==> src/rtl/fifo_control_if.sv <==
// Requester-side handshake bundle for the FIFO control engine.
// master: requester (drives push/pop, observes pointers, strobes and flags)
// slave : fifo_control (consumes push/pop, drives everything else)
//   push, pop            - per-cycle write/read requests
//   wr_ptr, rd_ptr       - RAM write/read addresses
//   write_enable         - RAM write strobe (push accepted)
//   read_enable          - RAM read strobe (pop accepted)
//   data_out_valid       - RAM read data valid (one cycle after read_enable)
//   count                - occupancy, 0..DEPTH
//   full, empty          - occupancy extremes
//   almost_full/_empty   - threshold flags
//   fifo_error           - sticky overflow/underflow flag
interface fifo_control_if #(
  parameter int ADDR_WIDTH = 3
);
  logic                  push;
  logic                  pop;
  logic [ADDR_WIDTH-1:0] wr_ptr;
  logic [ADDR_WIDTH-1:0] rd_ptr;
  logic                  write_enable;
  logic                  read_enable;
  logic                  data_out_valid;
  logic [ADDR_WIDTH:0]   count;
  logic                  full;
  logic                  empty;
  logic                  almost_full;
  logic                  almost_empty;
  logic                  fifo_error;

  modport master (
    output push, pop,
    input  wr_ptr, rd_ptr, write_enable, read_enable, data_out_valid,
           count, full, empty, almost_full, almost_empty, fifo_error
  );

  modport slave (
    input  push, pop,
    output wr_ptr, rd_ptr, write_enable, read_enable, data_out_valid,
           count, full, empty, almost_full, almost_empty, fifo_error
  );
endinterface

==> src/rtl/fifo_control.sv <==
// FIFO control and pointer engine driving a storage RAM with a registered
// read port. Turns push/pop requests into RAM addresses and strobes, tracks
// occupancy and raises flow-control flags.
// Ports:
//   clk   - single clock, all state on posedge
//   reset - synchronous, active-high
//   bus   - fifo_control_if.slave (push/pop in; pointers, strobes, flags out)
//
// state  | meaning
// VACIO  | count == 0, reads rejected
// ACTIVO | 0 < count < DEPTH, reads and writes accepted
// LLENO  | count == DEPTH, writes rejected
module fifo_control #(
  parameter int ADDR_WIDTH      = 3,
  parameter int ALMOST_FULL_TH  = 6,
  parameter int ALMOST_EMPTY_TH = 2
) (
  input logic           clk,
  input logic           reset,
  fifo_control_if.slave bus
);

  localparam int            CW      = ADDR_WIDTH + 1;
  localparam logic [CW-1:0] DEPTH_C = CW'(2 ** ADDR_WIDTH);
  localparam logic [CW-1:0] ONE_C   = CW'(1);
  localparam logic [CW-1:0] LAST_C  = CW'((2 ** ADDR_WIDTH) - 1);
  localparam logic [CW-1:0] AF_C    = CW'(ALMOST_FULL_TH);
  localparam logic [CW-1:0] AE_C    = CW'(ALMOST_EMPTY_TH);

  typedef enum logic [1:0] {
    VACIO  = 2'd0,
    ACTIVO = 2'd1,
    LLENO  = 2'd2
  } state_e;

  state_e                state_q, state_d;
  logic [ADDR_WIDTH-1:0] wr_ptr_q, wr_ptr_d;
  logic [ADDR_WIDTH-1:0] rd_ptr_q, rd_ptr_d;
  logic [CW-1:0]         count_q, count_d;
  logic                  data_out_valid_q, data_out_valid_d;
  logic                  fifo_error_q, fifo_error_d;

  logic full, empty;
  logic wr_acc, rd_acc;

  // Flags come only from registered count, so push/pop reach nothing but
  // the two strobes combinationally.
  assign full   = (count_q == DEPTH_C);
  assign empty  = (count_q == '0);
  assign wr_acc = bus.push & ~full  & ~reset;
  assign rd_acc = bus.pop  & ~empty & ~reset;

  // State register (FSM plus pointer/occupancy datapath)
  always_ff @(posedge clk) begin
    if (reset) begin
      state_q          <= VACIO;
      wr_ptr_q         <= '0;
      rd_ptr_q         <= '0;
      count_q          <= '0;
      data_out_valid_q <= 1'b0;
      fifo_error_q     <= 1'b0;
    end else begin
      state_q          <= state_d;
      wr_ptr_q         <= wr_ptr_d;
      rd_ptr_q         <= rd_ptr_d;
      count_q          <= count_d;
      data_out_valid_q <= data_out_valid_d;
      fifo_error_q     <= fifo_error_d;
    end
  end

  // Next-state logic
  always_comb begin
    state_d = state_q;
    unique case (state_q)
      VACIO:  if (wr_acc) state_d = ACTIVO;
      ACTIVO: begin
        if (wr_acc && !rd_acc && count_q == LAST_C)
          state_d = LLENO;
        else if (rd_acc && !wr_acc && count_q == ONE_C)
          state_d = VACIO;
      end
      LLENO:  if (rd_acc) state_d = ACTIVO;
      default: state_d = VACIO;
    endcase
  end

  always_comb begin
    wr_ptr_d = wr_ptr_q;
    rd_ptr_d = rd_ptr_q;
    count_d  = count_q;
    // Pointers wrap through natural ADDR_WIDTH overflow.
    if (wr_acc) wr_ptr_d = wr_ptr_q + 1'b1;
    if (rd_acc) rd_ptr_d = rd_ptr_q + 1'b1;
    unique case ({wr_acc, rd_acc})
      2'b10:   count_d = count_q + 1'b1;
      2'b01:   count_d = count_q - 1'b1;
      default: count_d = count_q;
    endcase
    // RAM read port is registered: data lands one cycle after the strobe.
    data_out_valid_d = rd_acc;
    // Any rejected request latches the error until reset.
    fifo_error_d     = fifo_error_q | (bus.push & full) | (bus.pop & empty);
  end

  // Output logic
  always_comb begin
    bus.write_enable   = wr_acc;
    bus.read_enable    = rd_acc;
    bus.wr_ptr         = wr_ptr_q;
    bus.rd_ptr         = rd_ptr_q;
    bus.count          = count_q;
    bus.full           = full;
    bus.empty          = empty;
    bus.almost_full    = (count_q >= AF_C);
    bus.almost_empty   = (count_q <= AE_C);
    bus.data_out_valid = data_out_valid_q;
    bus.fifo_error     = fifo_error_q;
  end

endmodule

==> src/flat_wrapper.sv <==
// flat-port wrapper written by rule: the top's interface ports become plain ports
module fifo_control_flat 
#(
  parameter int ADDR_WIDTH      = 3,
  parameter int ALMOST_FULL_TH  = 6,
  parameter int ALMOST_EMPTY_TH = 2
)
  (clk, reset, bus_push, bus_pop, bus_wr_ptr, bus_rd_ptr, bus_write_enable, bus_read_enable, bus_data_out_valid, bus_count, bus_full, bus_empty, bus_almost_full, bus_almost_empty, bus_fifo_error);
  fifo_control_if #(.ADDR_WIDTH(ADDR_WIDTH)) bus_i ();
  input logic clk;
  input logic reset;
  input wire logic [$bits(bus_i.push)-1:0] bus_push;
  input wire logic [$bits(bus_i.pop)-1:0] bus_pop;
  output wire logic [$bits(bus_i.wr_ptr)-1:0] bus_wr_ptr;
  output wire logic [$bits(bus_i.rd_ptr)-1:0] bus_rd_ptr;
  output wire logic [$bits(bus_i.write_enable)-1:0] bus_write_enable;
  output wire logic [$bits(bus_i.read_enable)-1:0] bus_read_enable;
  output wire logic [$bits(bus_i.data_out_valid)-1:0] bus_data_out_valid;
  output wire logic [$bits(bus_i.count)-1:0] bus_count;
  output wire logic [$bits(bus_i.full)-1:0] bus_full;
  output wire logic [$bits(bus_i.empty)-1:0] bus_empty;
  output wire logic [$bits(bus_i.almost_full)-1:0] bus_almost_full;
  output wire logic [$bits(bus_i.almost_empty)-1:0] bus_almost_empty;
  output wire logic [$bits(bus_i.fifo_error)-1:0] bus_fifo_error;
  assign bus_i.push = bus_push;
  assign bus_i.pop = bus_pop;
  assign bus_wr_ptr = bus_i.wr_ptr;
  assign bus_rd_ptr = bus_i.rd_ptr;
  assign bus_write_enable = bus_i.write_enable;
  assign bus_read_enable = bus_i.read_enable;
  assign bus_data_out_valid = bus_i.data_out_valid;
  assign bus_count = bus_i.count;
  assign bus_full = bus_i.full;
  assign bus_empty = bus_i.empty;
  assign bus_almost_full = bus_i.almost_full;
  assign bus_almost_empty = bus_i.almost_empty;
  assign bus_fifo_error = bus_i.fifo_error;
  fifo_control #(.ADDR_WIDTH(ADDR_WIDTH), .ALMOST_FULL_TH(ALMOST_FULL_TH), .ALMOST_EMPTY_TH(ALMOST_EMPTY_TH)) u_core (.clk(clk), .reset(reset), .bus(bus_i));
endmodule
==> config.mk <==
export PLATFORM = sky130hd
export DESIGN_NAME = fifo_control_flat
export DESIGN_NICKNAME = d
export VERILOG_FILES = /design/src/rtl/fifo_control_if.sv /design/src/rtl/fifo_control.sv /design/src/flat_wrapper.sv
export SDC_FILE = /design/constraint.sdc
export NUM_CORES = 1
export LEC_CHECK = 0
export CORE_AREA = 2 2 47 54
export DETAILED_ROUTE_END_ITERATION = 12
export DIE_AREA = 0 0 49 56
export PLACE_DENSITY = 0.59
export SYNTH_ARGS = -nofsm -noshare
export SYNTH_HDL_FRONTEND = slang
export SYNTH_SLANG_ARGS = --single-unit
==> constraint.sdc <==
create_clock -name clk -period 4.12 [get_ports clk]
set_input_delay 0.824 -clock clk [delete_from_list [all_inputs] [get_ports clk]]
set_output_delay 0.824 -clock clk [all_outputs]
set_load 0.005 [all_outputs]
## Word-level counts from Yosys, hierarchy flattened

Index checks and enable logic that the tools add are counted.

- Register bits: 12
- Latch bits: 0
- Output and inout port bits: 18
- Memory bits (writable): 0
- Logic and storage cells: 28
- Memories kept: 0
- Input bits: 4
- ROM bits: 0

- $add $sub $neg: 4
- Bitwise operators: 11
- Shift operators: 0
- Eq/ne operators: 3
- Muxes and demuxes: 1
- Divide/modulo/power cells: 0
- Reductions and logical operators: 2
- $lt $le $gt $ge: 2
- Multipliers: 0

Operator list:

| cell | count |
|---|---|
| 4-bit one-hot mux with 2 select lines | 1 |
| 3-bit by 1-bit adder with 3-bit output, second input constant | 2 |
| 1-bit bitwise AND | 6 |
| 4-bit by 1-bit adder with 4-bit output, second input constant | 1 |
| 4-bit equality test, second input constant | 1 |
| 4-bit by 3-bit >= comparator with 1-bit output, second input constant | 1 |
| 4-bit by 2-bit <= comparator with 1-bit output, second input constant | 1 |
| 4-bit logical NOT | 1 |
| 4-bit by 1-bit subtractor with 4-bit output, second input constant | 1 |
| 1-bit inverter | 3 |
| 2-bit by 1-bit equality test with 1-bit output, second input constant | 1 |
| 2-bit equality test, second input constant | 1 |
| 1-bit bitwise OR | 2 |
| 2-bit nonzero test | 1 |

## Depth between registers and ports, before layout

Gate-level depths: netlist of the first run.

- Depth in word-level cells: 6
- Mapped depth: 11
- Gate-level depth less buffers: 10

## Worst setup path after synthesis of the first run

No wires, ideal clock.

- Kind: input-to-reg
- From: input reset
- To: register u_core.count_q[3] (netlist: u_core.bus.count[3])
- Data required time: 4.050 ns
- Slack: 1.453 ns
- Data arrival time: 2.597 ns
- Cell stages on the path: 8
- Library setup time: 0.070 ns
- Buffers on the path: 1
- Path through: clkbuf_1 -> nor2_1 -> ha_1 -> ha_1 -> a21oi_1 -> a21oi_1 -> or4_1 -> a21oi_1

- Cells in the longest elaborated chain, start to end: 4
- Elaborated cells between the ends (all ways): 7
- Classes of those cells: eq/ne: 2; mux: 1; bitwise: 3; reduce/logical: 1

RTL lines:

| element | line | source |
|---|---|---|
| start, declared | flat_wrapper.sv:11 | `input logic reset;` |
| 1-bit inverter (*) | fifo_control.sv:51 | `assign rd_acc = bus.pop & ~empty & ~reset;` |
| 1-bit bitwise AND (*) | fifo_control.sv:51 |  |
| via bus_read_enable | flat_wrapper.sv:17 | `output wire logic [$bits(bus_i.read_enable)-1:0] bus_read_enable;` |
| 2-bit by 1-bit equality test with 1-bit output / 2-bit equality test (equally long branches) | fifo_control.sv:95 | `unique case ({wr_acc, rd_acc})` |
| 4-bit one-hot mux with 2 select lines / 2-bit nonzero test (equally long branches) | -- |  |
| end signal, assigned | fifo_control.sv:66 | `count_q <= count_d;` |
| end, declared | fifo_control.sv:39 | `logic [CW-1:0] count_q, count_d;` |

The timed path passes the listed nets; every way through them passes the cells marked *.
A chain may end at the register's enable or synchronous reset.

## Worst setup path in the final report of the first run

- From: input bus_pop
- To: output bus_read_enable

- Cells in the longest elaborated chain, start to end: 2

RTL lines:

| element | line | source |
|---|---|---|
| start, declared | flat_wrapper.sv:13 | `input wire logic [$bits(bus_i.pop)-1:0] bus_pop;` |
| 1-bit bitwise AND (2 in series) | fifo_control.sv:51 |  |
| end, declared | flat_wrapper.sv:17 |  |

No other way between the ends.

==> results.md, run 1 <==
- CTS tree: yes
- Pleak: ~0.37 nW
- Pre-antenna DRT Iters: 2
- Number of enable flip-flop cells after synthesis: 0
- Clk slew on worst S/H paths: around 80 ps
- Largest buffer count on any clock path: 2
- Flop2flop setup slack: approximately 1400 ps
- Crit path time final: 3040 ps
- Synth cell count leaders: nor2_1, dfxtp_1, a21oi_1, ha_1, inv_1
- Prevailing post-synth register cell: dfxtp_1
- Clk pwr share: 28.4%
- IO Count: 22
- Register area share after synthesis: a little over a third
- Mapped Nets: 80
- Via Count: roughly 570
- Final Hold Vio Count: 0
- Detailed-route wire length per cell: 11.8 um
- Worst reg2reg path depth: 8
- FFs w/ async S/R, synth: 0%
- N_diodes: 0
- CP cell instances: clkdlybuf4s50_1 > o41ai_4 > nor2_1 > clkdlybuf4s50_1
- Worst R2R Start: u_core.bus.count[0]
- Die width: 49 um
- Setup tns final: 0 ps
- Area Growth Syn to Fin: 39.7%
- Clk_skew: approximately 1.7 ps
- Clock latency on the worst-skew pair: 270 ps
- Critical R2R Capture: u_core.bus.count[3]
- Final Wtd Congestion: 0.701
- First-pass GRT wire length: between 2000 and 3000 um
- Syn Area/Cell: around 9.6 um2
- Crit path depth: 4
- Hold-fix buffers, CTS: 0
- Placed cell area: 902 um2
- Leading area contributor after synthesis: dfxtp_1
- H-tree lvl count: 1
- Die area: approximately 2700 um2
- Mapped Cells: 70
- Delay-heaviest family, CP: buffers and inverters
- Worst Path Buf+Inv: 2
- Initial antenna violation count: 0
- Crit Path Max Fanout: 5
- Netlist cell types: 25
- Seq cells post-synth: 12
- Max_cap viols: 0
- Dpl hpwl: approximately 1100 um
- Fmax: between 300 and 400 MHz
- IO buf count: 21
- CP Class: primary input to output port
- DRC errors left: 0
- Starting DRT DRC Count: 2
- Final #Nets: 103
- Row cnt: 18
- Slew @ Worst Pin: 475 ps
- Hold WC Path Type: flip-flop to flip-flop
- RSZ-0062 raised after global routing: no
- Run status: complete, no violations
- Slew margin rel.: 68.3%
- CP Capture Point: bus_read_enable
- CP required: about 3300 ps
- Worst Setup SP: bus_pop
- Crit path DAT: 2220 ps
- PD cells: ~350 nW/um2
- Switching power: 0.0000940 W
- Final hold slack: between 400 and 500 ps
- Routed WL: approximately 1400 um
- Post-synth top area share: between 30% and 40%
- Slowest stage delay, CP: around 530 ps
- Total CTS buffers: 3
- Switching share of total power: between 20 and 30%
- Slew Limit Fails: 0
- Non-Filler Instances: around 120
- Sequential power share: around 44%
- Worst VDD drop: about 180 uV
- Setup Fix Bufs, Post-CTS: 0
- Root buf cell: clkbuf_4
- Placed cell count: 118
- Initial Utilization: a little under a third
- Largest net degree at the start of global routing: 14
- Setup violators final: 0
- Syn Std Cell Area: roughly 670 um2
- Routed Antenna Nets: 0
- Internal power: 0.000234 W
- CP endpoint kind: output port
- Gr ovfl total: 0
- GRT Total Usage: approximately 12%
- Top cells by area, synth: dfxtp_1, ha_1, nor2_1
- Detail-routed via count per cell: about 4.7
- Clock Sinks: 12
- Number of global-route vias before repair: about 620
- Core ar.: around 2200 um2
- Fin area: approximately 940 um2
- Warnings from Yosys: 0
- Chip height: ~56 um
- Crit path launch type: primary input
- Most numerous cell in the Yosys netlist: nor2_1
- Critical Path Most Common Cell: clkdlybuf4s50_1
- Share of layout cells above drive strength 1: 9.78%
- CTS-repair resized insts: 0
- Power share of the combinational group: 27.3%
- Final period util: around three quarters
- Slowest CP cell: clkdlybuf4s50_1
==> cells in the final DEF, fill, tap and decap left out, drive strengths merged <==
cell,instances
nor3b,1
a21oi,5
fa,1
clkdlybuf4s50,21
o31ai,1
buf,1
xor2,3
xnor2,2
dfxtp,12
clkbuf,4
nor2,14
o41ai,1
nand2b,2
nor4b,1
o21ai,1
a21o,1
nand2,2
nand3,1
nor4,2
or4,1
and3,1
inv,5
ha,5
mux2i,3
a211oi,1
==> registers in the layout, summed over array words and instances, names as in the netlist <==
name                       flops
u_core.bus.rd_ptr              3
u_core.bus.data_out_valid      1
u_core.bus.fifo_error          1
u_core.bus.count               4
u_core.bus.wr_ptr              3
==> worst min-delay path by stage <==
stage / startpoint / to / slack (ps) / cells past startpoint
finish: u_core.bus.wr_ptr[2] / u_core.bus.wr_ptr[2] / 470 / 1
global route: u_core.bus.wr_ptr[2] / u_core.bus.wr_ptr[2] / 550 / 1
CTS: u_core.bus.wr_ptr[2] / u_core.bus.wr_ptr[2] / 470 / 1
detailed placement: u_core.bus.wr_ptr[2] / u_core.bus.wr_ptr[2] / 460 / 1
global placement: u_core.bus.wr_ptr[2] / u_core.bus.wr_ptr[2] / 440 / 1
floorplan: u_core.bus.wr_ptr[2] / u_core.bus.wr_ptr[2] / 450 / 1
==> layout make-up <==
cell class	instances	area (um2)
Inverter	5	18.8
Multi-Input combinational cell	49	388
Sequential cell	12	240
Fill cell	232	1250
Tap cell	30	37.5
Timing Repair Buffer	22	218
Clock buffer	4	36.3
==> cell families after synthesis <==
group | after synthesis | synth area share, %
AO/OA/AOI/OAI | 10 | 11.9
XOR/XNOR | 5 | 6.52
adder cells (fa/ha/maj) | 6 | 12.3
buffers and inverters | 9 | 6.52
flip-flops | 12 | 35.8
multiplexers | 3 | 4.47
AND/OR/NAND/NOR | 25 | 22.5
==> layer usage <==
metal  vias up  wire length [um]  track usage, %
li1        282                 -               -
met1       271               669            15.1
met2        17               649            20.4
met3         4                95            3.23
met4         0                29            6.12
met5         -                 0               0
==> power groups by stage <==
stage	clock, W	combinational, W	sequential [W]
4_1_cts	0.0000965	0.0000911	0.000146
3_3_place_gp	0	0.0000896	0.000148
5_1_grt	0.000102	0.000102	0.000148
6_report	0.0000932	0.0000896	0.000146
3_5_place_dp	0	0.0000901	0.000149
2_1_floorplan	0	0.0000573	0.000138
==> through the flow <==
step | utilization (%) | setup WS (ps) | total power (W)
finish | 43.0 | 1080 | 0.000328
CTS | 43.0 | 1070 | 0.000334
global route | 43.0 | 916 | 0.000352
detailed placement | 41.3 | 856 | 0.000239
global placement | 41.3 | 920 | 0.000237
floorplan | - | 1450 | 0.000195
Power figures use the tool's default switching activity.
==> run 2, diff against run 1 <==
clock period = 3.13 ns   (was 4.12 ns; I/O delays follow)
==> results.md, run 2 (synthesis gave the netlist of run 1 again) <==
- Non-Filler Instances: approximately 130
- DRC errors left: 0
- Dpl hpwl: approximately 1100 um
- Worst reg2reg path depth: 8
- Starting DRT DRC Count: 7
- Setup violators final: 0
- Final Wtd Congestion: 0.717
- N_diodes: 0
- Detailed-route wire length per cell: roughly 11 um
- Hold-fix buffers, CTS: 0
- Slew Limit Fails: 0
- Die width: roughly 49 um
- Share of layout cells above drive strength 1: roughly 14%
- First-pass GRT wire length: 2570 um
- Chip height: 56 um
- Slew margin rel.: 72.5%
- Fmax: roughly 380 MHz
- Final period util: a little over four fifths
- Worst setup margin: about 500 ps
- Routed WL: roughly 1400 um
- Clock latency on the worst-skew pair: about 270 ps
- Met3 GRT Util: ~6.5%
- CP cell instances: clkdlybuf4s50_1 > nor3b_4 > inv_1 > ha_1 > ha_1 > a21oi_1 > a21oi_1 > or4_1 > a21oi_1
- Most frequent cells in the layout: clkdlybuf4s50_1, nor2_1, dfxtp_1
- Largest net degree at the start of global routing: 13
- Pleak: between 0.3 and 0.4 nW
- Run status: complete, no violations
- Crit path time final: between 2000 and 3000 ps
- Core ar.: about 2200 um2
- Pre-antenna DRT Iters: 4
- Min-Delay Path Depth: 1
- CP endpoint kind: flip-flop
- Routed Antenna Nets: 0
- Clk_skew: approximately 4.3 ps
- GRT Total Usage: 12.0%
- Initial Utilization: a little over 30%
- Largest register FFs: 4
- Slew @ Worst Pin: 411 ps
- Gr ovfl total: 0
- Clk slew on worst S/H paths: ~80 ps
- Root buf cell: clkbuf_4
- Row cnt: 18
- FILL cells: about 220
- Initial antenna violation count: 0
- Slowest CP cell: clkdlybuf4s50_1
- Via Count: 563
- Slowest stage delay, CP: 490 ps
- Crit Path Max Fanout: 3
- Total CTS buffers: 3
- Final Hold Vio Count: 0
- Crit path launch type: primary input
- Pre-CTS setup slack: 230 ps
- IO Count: 22
- H-tree lvl count: 1
- CP required: about 3300 ps
- Final #Nets: 107
- Detail-routed via count per cell: 4.47
- Met1 Use GR: between 10% and 20%
- Placed cell count: roughly 120
- CTS-repair resized insts: 0
- RSZ-0062 raised after global routing: no
- Die area: around 2700 um2
- Most common cell after layout, fill and taps aside: clkdlybuf4s50_1
- Final core occ: between 40% and 50%
- Grt met2 use: a little under a fifth
- CTS tree: yes
- Setup tns final: 0 ps
- Worst VDD drop: approximately 250 uV
- IO buf count: 21
- Area Growth Syn to Fin: 44.1%
- Largest buffer count on any clock path: 2
- Gr busiest metal: met2
- Critical Path Most Common Cell: a21oi_1
- CP Class: primary input to flip-flop
- Max_cap viols: 0
- PD cells: roughly 460 nW/um2
- Number of global-route vias before repair: between 500 and 600
- Hold WC Path Type: flip-flop to flip-flop
- Crit path DAT: between 2000 and 3000 ps
- Clock Sinks: 12
- Setup Fix Bufs, Post-CTS: 0
-- run 2: cell types whose count changed in the layout (fill, tap and decap cells not counted), sizes merged --
cell / delta
buf: +4
-- run 2: per-layer routing --
metal  up-vias  part of all wire, %
met5         -                    0
met4         0                    0
met3         0                  7.6
met2        21                   43
met1       252                   49
li1        290                    -
-- run 2: final cells by class --
cell class | instances | area (um2) | area share (%)
Clock buffer | 4 | 36.3 | 3.75
Tap cell | 30 | 37.5 | 3.88
Timing Repair Buffer | 26 | 248 | 25.6
Multi-Input combinational cell | 49 | 388 | 40.1
Sequential cell | 12 | 240 | 24.8
Inverter | 5 | 18.8 | 1.94
-- run 2: where the power goes --
group	switching, W	total (W)	internal, W
sequential	0.0000126	0.000179	0.000167
clock	0.0000542	0.000125	0.0000707
combinational	0.0000606	0.000138	0.0000778
total	0.000127	0.000442	0.000315
-- run 2: per-stage QoR --
stage | power, W | hold slack (ps) | area [um2]
after floorplan | 0.000257 | 453 | 672
after global placement | 0.000321 | 445 | 932
after detailed placement | 0.000322 | 463 | 932
after CTS | 0.000449 | 476 | 968
after global routing | 0.000478 | 510 | 968
final | 0.000442 | 465 | 968
-- run 2: worst paths after layout --
path / start / end / slack, ps
max: reset / u_core.bus.count[3] / 500
min reg2reg: u_core.bus.wr_ptr[2] / u_core.bus.wr_ptr[2] / 460
min: u_core.bus.wr_ptr[2] / u_core.bus.wr_ptr[2] / 460
max reg2reg: u_core.bus.count[3] / u_core.bus.count[3] / 640
-- run 2: worst max-delay path: cells and delay by family --
family / cells / cell delay (ps)
buffers and inverters: 2 / 550
adders and majority gates: 2 / 550
AOI/OAI and AO/OA: 3 / 430
and+or+nand+nor: 2 / 690
==> run 3, diff against run 2 <==
PLACE_DENSITY = 0.61   (was 0.59)
clock period = 2.4 ns   (was 3.13 ns; I/O delays follow)
==> results.md, run 3 (synthesis gave the netlist of run 1 again) <==
- Run status: complete, no violations
- Setup Fix Bufs, Post-CTS: 0
- Non-Filler Instances: 135
- RSZ-0062 raised after global routing: no
- Min-Delay Path Depth: 1
- Fmax: roughly 430 MHz
- H-tree lvl count: 1
- Die width: slightly below 50 um
- GRT Total Usage: between 10% and 20%
- Final Wtd Congestion: ~0.76
- Most common cell after layout, fill and taps aside: clkdlybuf4s50_1
- Setup tns final: 0 ps
- Final Hold Vio Count: 0
- Delay-heaviest family, CP: buffers and inverters
- Worst reg2reg path depth: 9
- CTS-repair resized insts: 0
- Critical Path Most Common Cell: clkdlybuf4s50_1
- Final #Nets: roughly 120
- IO Count: 22
- Slew margin rel.: between 80% and 90%
- IO buf count: 21
- Placed cell count: around 130
- Hold-fix buffers, CTS: 0
- Worst VDD drop: 311 uV
- Crit Path Max Fanout: 2
- Detail-routed via count per cell: ~4.4
- Max_cap viols: 0
- Initial Utilization: around 30%
- Slowest CP cell: clkdlybuf4s50_1
- Dpl hpwl: approximately 1300 um
- Total CTS buffers: 3
- Slew Limit Fails: 0
- Most frequent cells in the layout: clkdlybuf4s50_1, buf_4, nor2_1
- Flop2flop setup slack: approximately 170 ps
- Number of global-route vias before repair: around 630
- Largest buffer count on any clock path: 2
- Slew @ Worst Pin: 287 ps
- Routed WL: roughly 1500 um
- Final core occ: between 40% and 50%
- N_diodes: 0
- Clk slew on worst S/H paths: around 90 ps
- CP endpoint kind: output port
- CP required: 1920 ps
- Chip height: between 50 and 60 um
- Initial antenna violation count: 0
- Worst Path Buf+Inv: 3
- Hold WC Path Type: flip-flop to flip-flop
- Root buf cell: clkbuf_4
- First-pass GRT wire length: 2770 um
- Via Count: around 600
- Slowest stage delay, CP: about 520 ps
- Final period util: between 90% and 100%
- HP Start: u_core.bus.wr_ptr[2]
- PD cells: 565 nW/um2
- Starting DRT DRC Count: 5
- Detailed-route wire length per cell: roughly 11 um
- Die area: approximately 2700 um2
- Area Growth Syn to Fin: 57.7%
- Crit path launch type: primary input
- Crit path DAT: 1850 ps
- CP cell instances: clkdlybuf4s50_1 > o41ai_4 > nor2_2 > buf_4 > clkdlybuf4s50_1
- Routed Antenna Nets: 0
- Largest net degree at the start of global routing: 9
- Core ar.: 2180 um2
- CP Class: primary input to output port
- Setup violators final: 0
- DRC errors left: 0
- Worst hold endpoint: u_core.bus.wr_ptr[2]
- Share of layout cells above drive strength 1: 24.8%
- Row cnt: 18
- Largest register FFs: 4
- Crit path time final: roughly 2300 ps
- Critical R2R Capture: u_core.bus.count[3]
- Clock Sinks: 12
- Gr ovfl total: 0
- Clk_skew: roughly 4.4 ps
- CTS tree: yes
- Worst R2R Start: u_core.bus.count[3]
- Pre-antenna DRT Iters: 2
- Clock latency on the worst-skew pair: ~270 ps
- Pleak: roughly 0.44 nW
==> run 3: final cells by class <==
| cell class | count | area, um2 |
|---|---|---|
| fill | 215 | 1120 |
| timing repair buffer | 35 | 318 |
| clock buffer | 4 | 36.3 |
| inverter | 5 | 18.8 |
| multi-input combinational | 49 | 409 |
| sequential | 12 | 240 |
| tap | 30 | 37.5 |
==> run 3: worst register-to-register path: stages, from the launching register on <==
cell,delay (ps)
dfxtp_1,470
nor4b_4,320
nor3b_4,70
inv_1,60
ha_2,210
ha_4,220
a21oi_2,130
a21oi_1,90
or4_1,460
a21oi_1,140
==> run 3: power by group <==
part           internal [W]  leakage [nW]  switching [W]
registers          0.000217        0.0978      0.0000208
logic              0.000116         0.320      0.0000790
clock network     0.0000921        0.0210      0.0000730
total              0.000426         0.439       0.000173
==> run 3: stage by stage <==
step / hold slack [ps] / power, W / instance area (um2) / setup WS [ps]
final: 479 / 0.000599 / 1060 / 67.5
after floorplan: 453 / 0.000341 / 693 / 56.2
after global placement: 455 / 0.000438 / 1020 / -191
after global routing: 522 / 0.000642 / 1060 / 1.83
after detailed placement: 469 / 0.000440 / 1020 / -202
after CTS: 484 / 0.000609 / 1060 / 15.4
==> run 3: layer usage <==
metal | part of all wire [%] | track usage (%) | vias to the layer above
li1 | - | - | 306
met1 | 47 | 15.8 | 279
met2 | 47 | 20.7 | 12
met3 | 5.4 | 4.30 | 2
met4 | 0.78 | 6.12 | 0
met5 | 0 | 0 | -
==> run 3: worst max-delay path by stage <==
stage                                    from                   to  slack, ps  cells past startpoint
after floorplan           u_core.bus.count[3]  u_core.bus.count[3]         60                      9
after global placement                bus_pop  u_core.bus.count[3]       -190                      9
after detailed placement                reset  u_core.bus.count[3]       -200                      9
after CTS                               reset      bus_read_enable         20                      5
after global routing      u_core.bus.count[3]  u_core.bus.count[3]          2                      9
final                                 bus_pop      bus_read_enable         70                      5
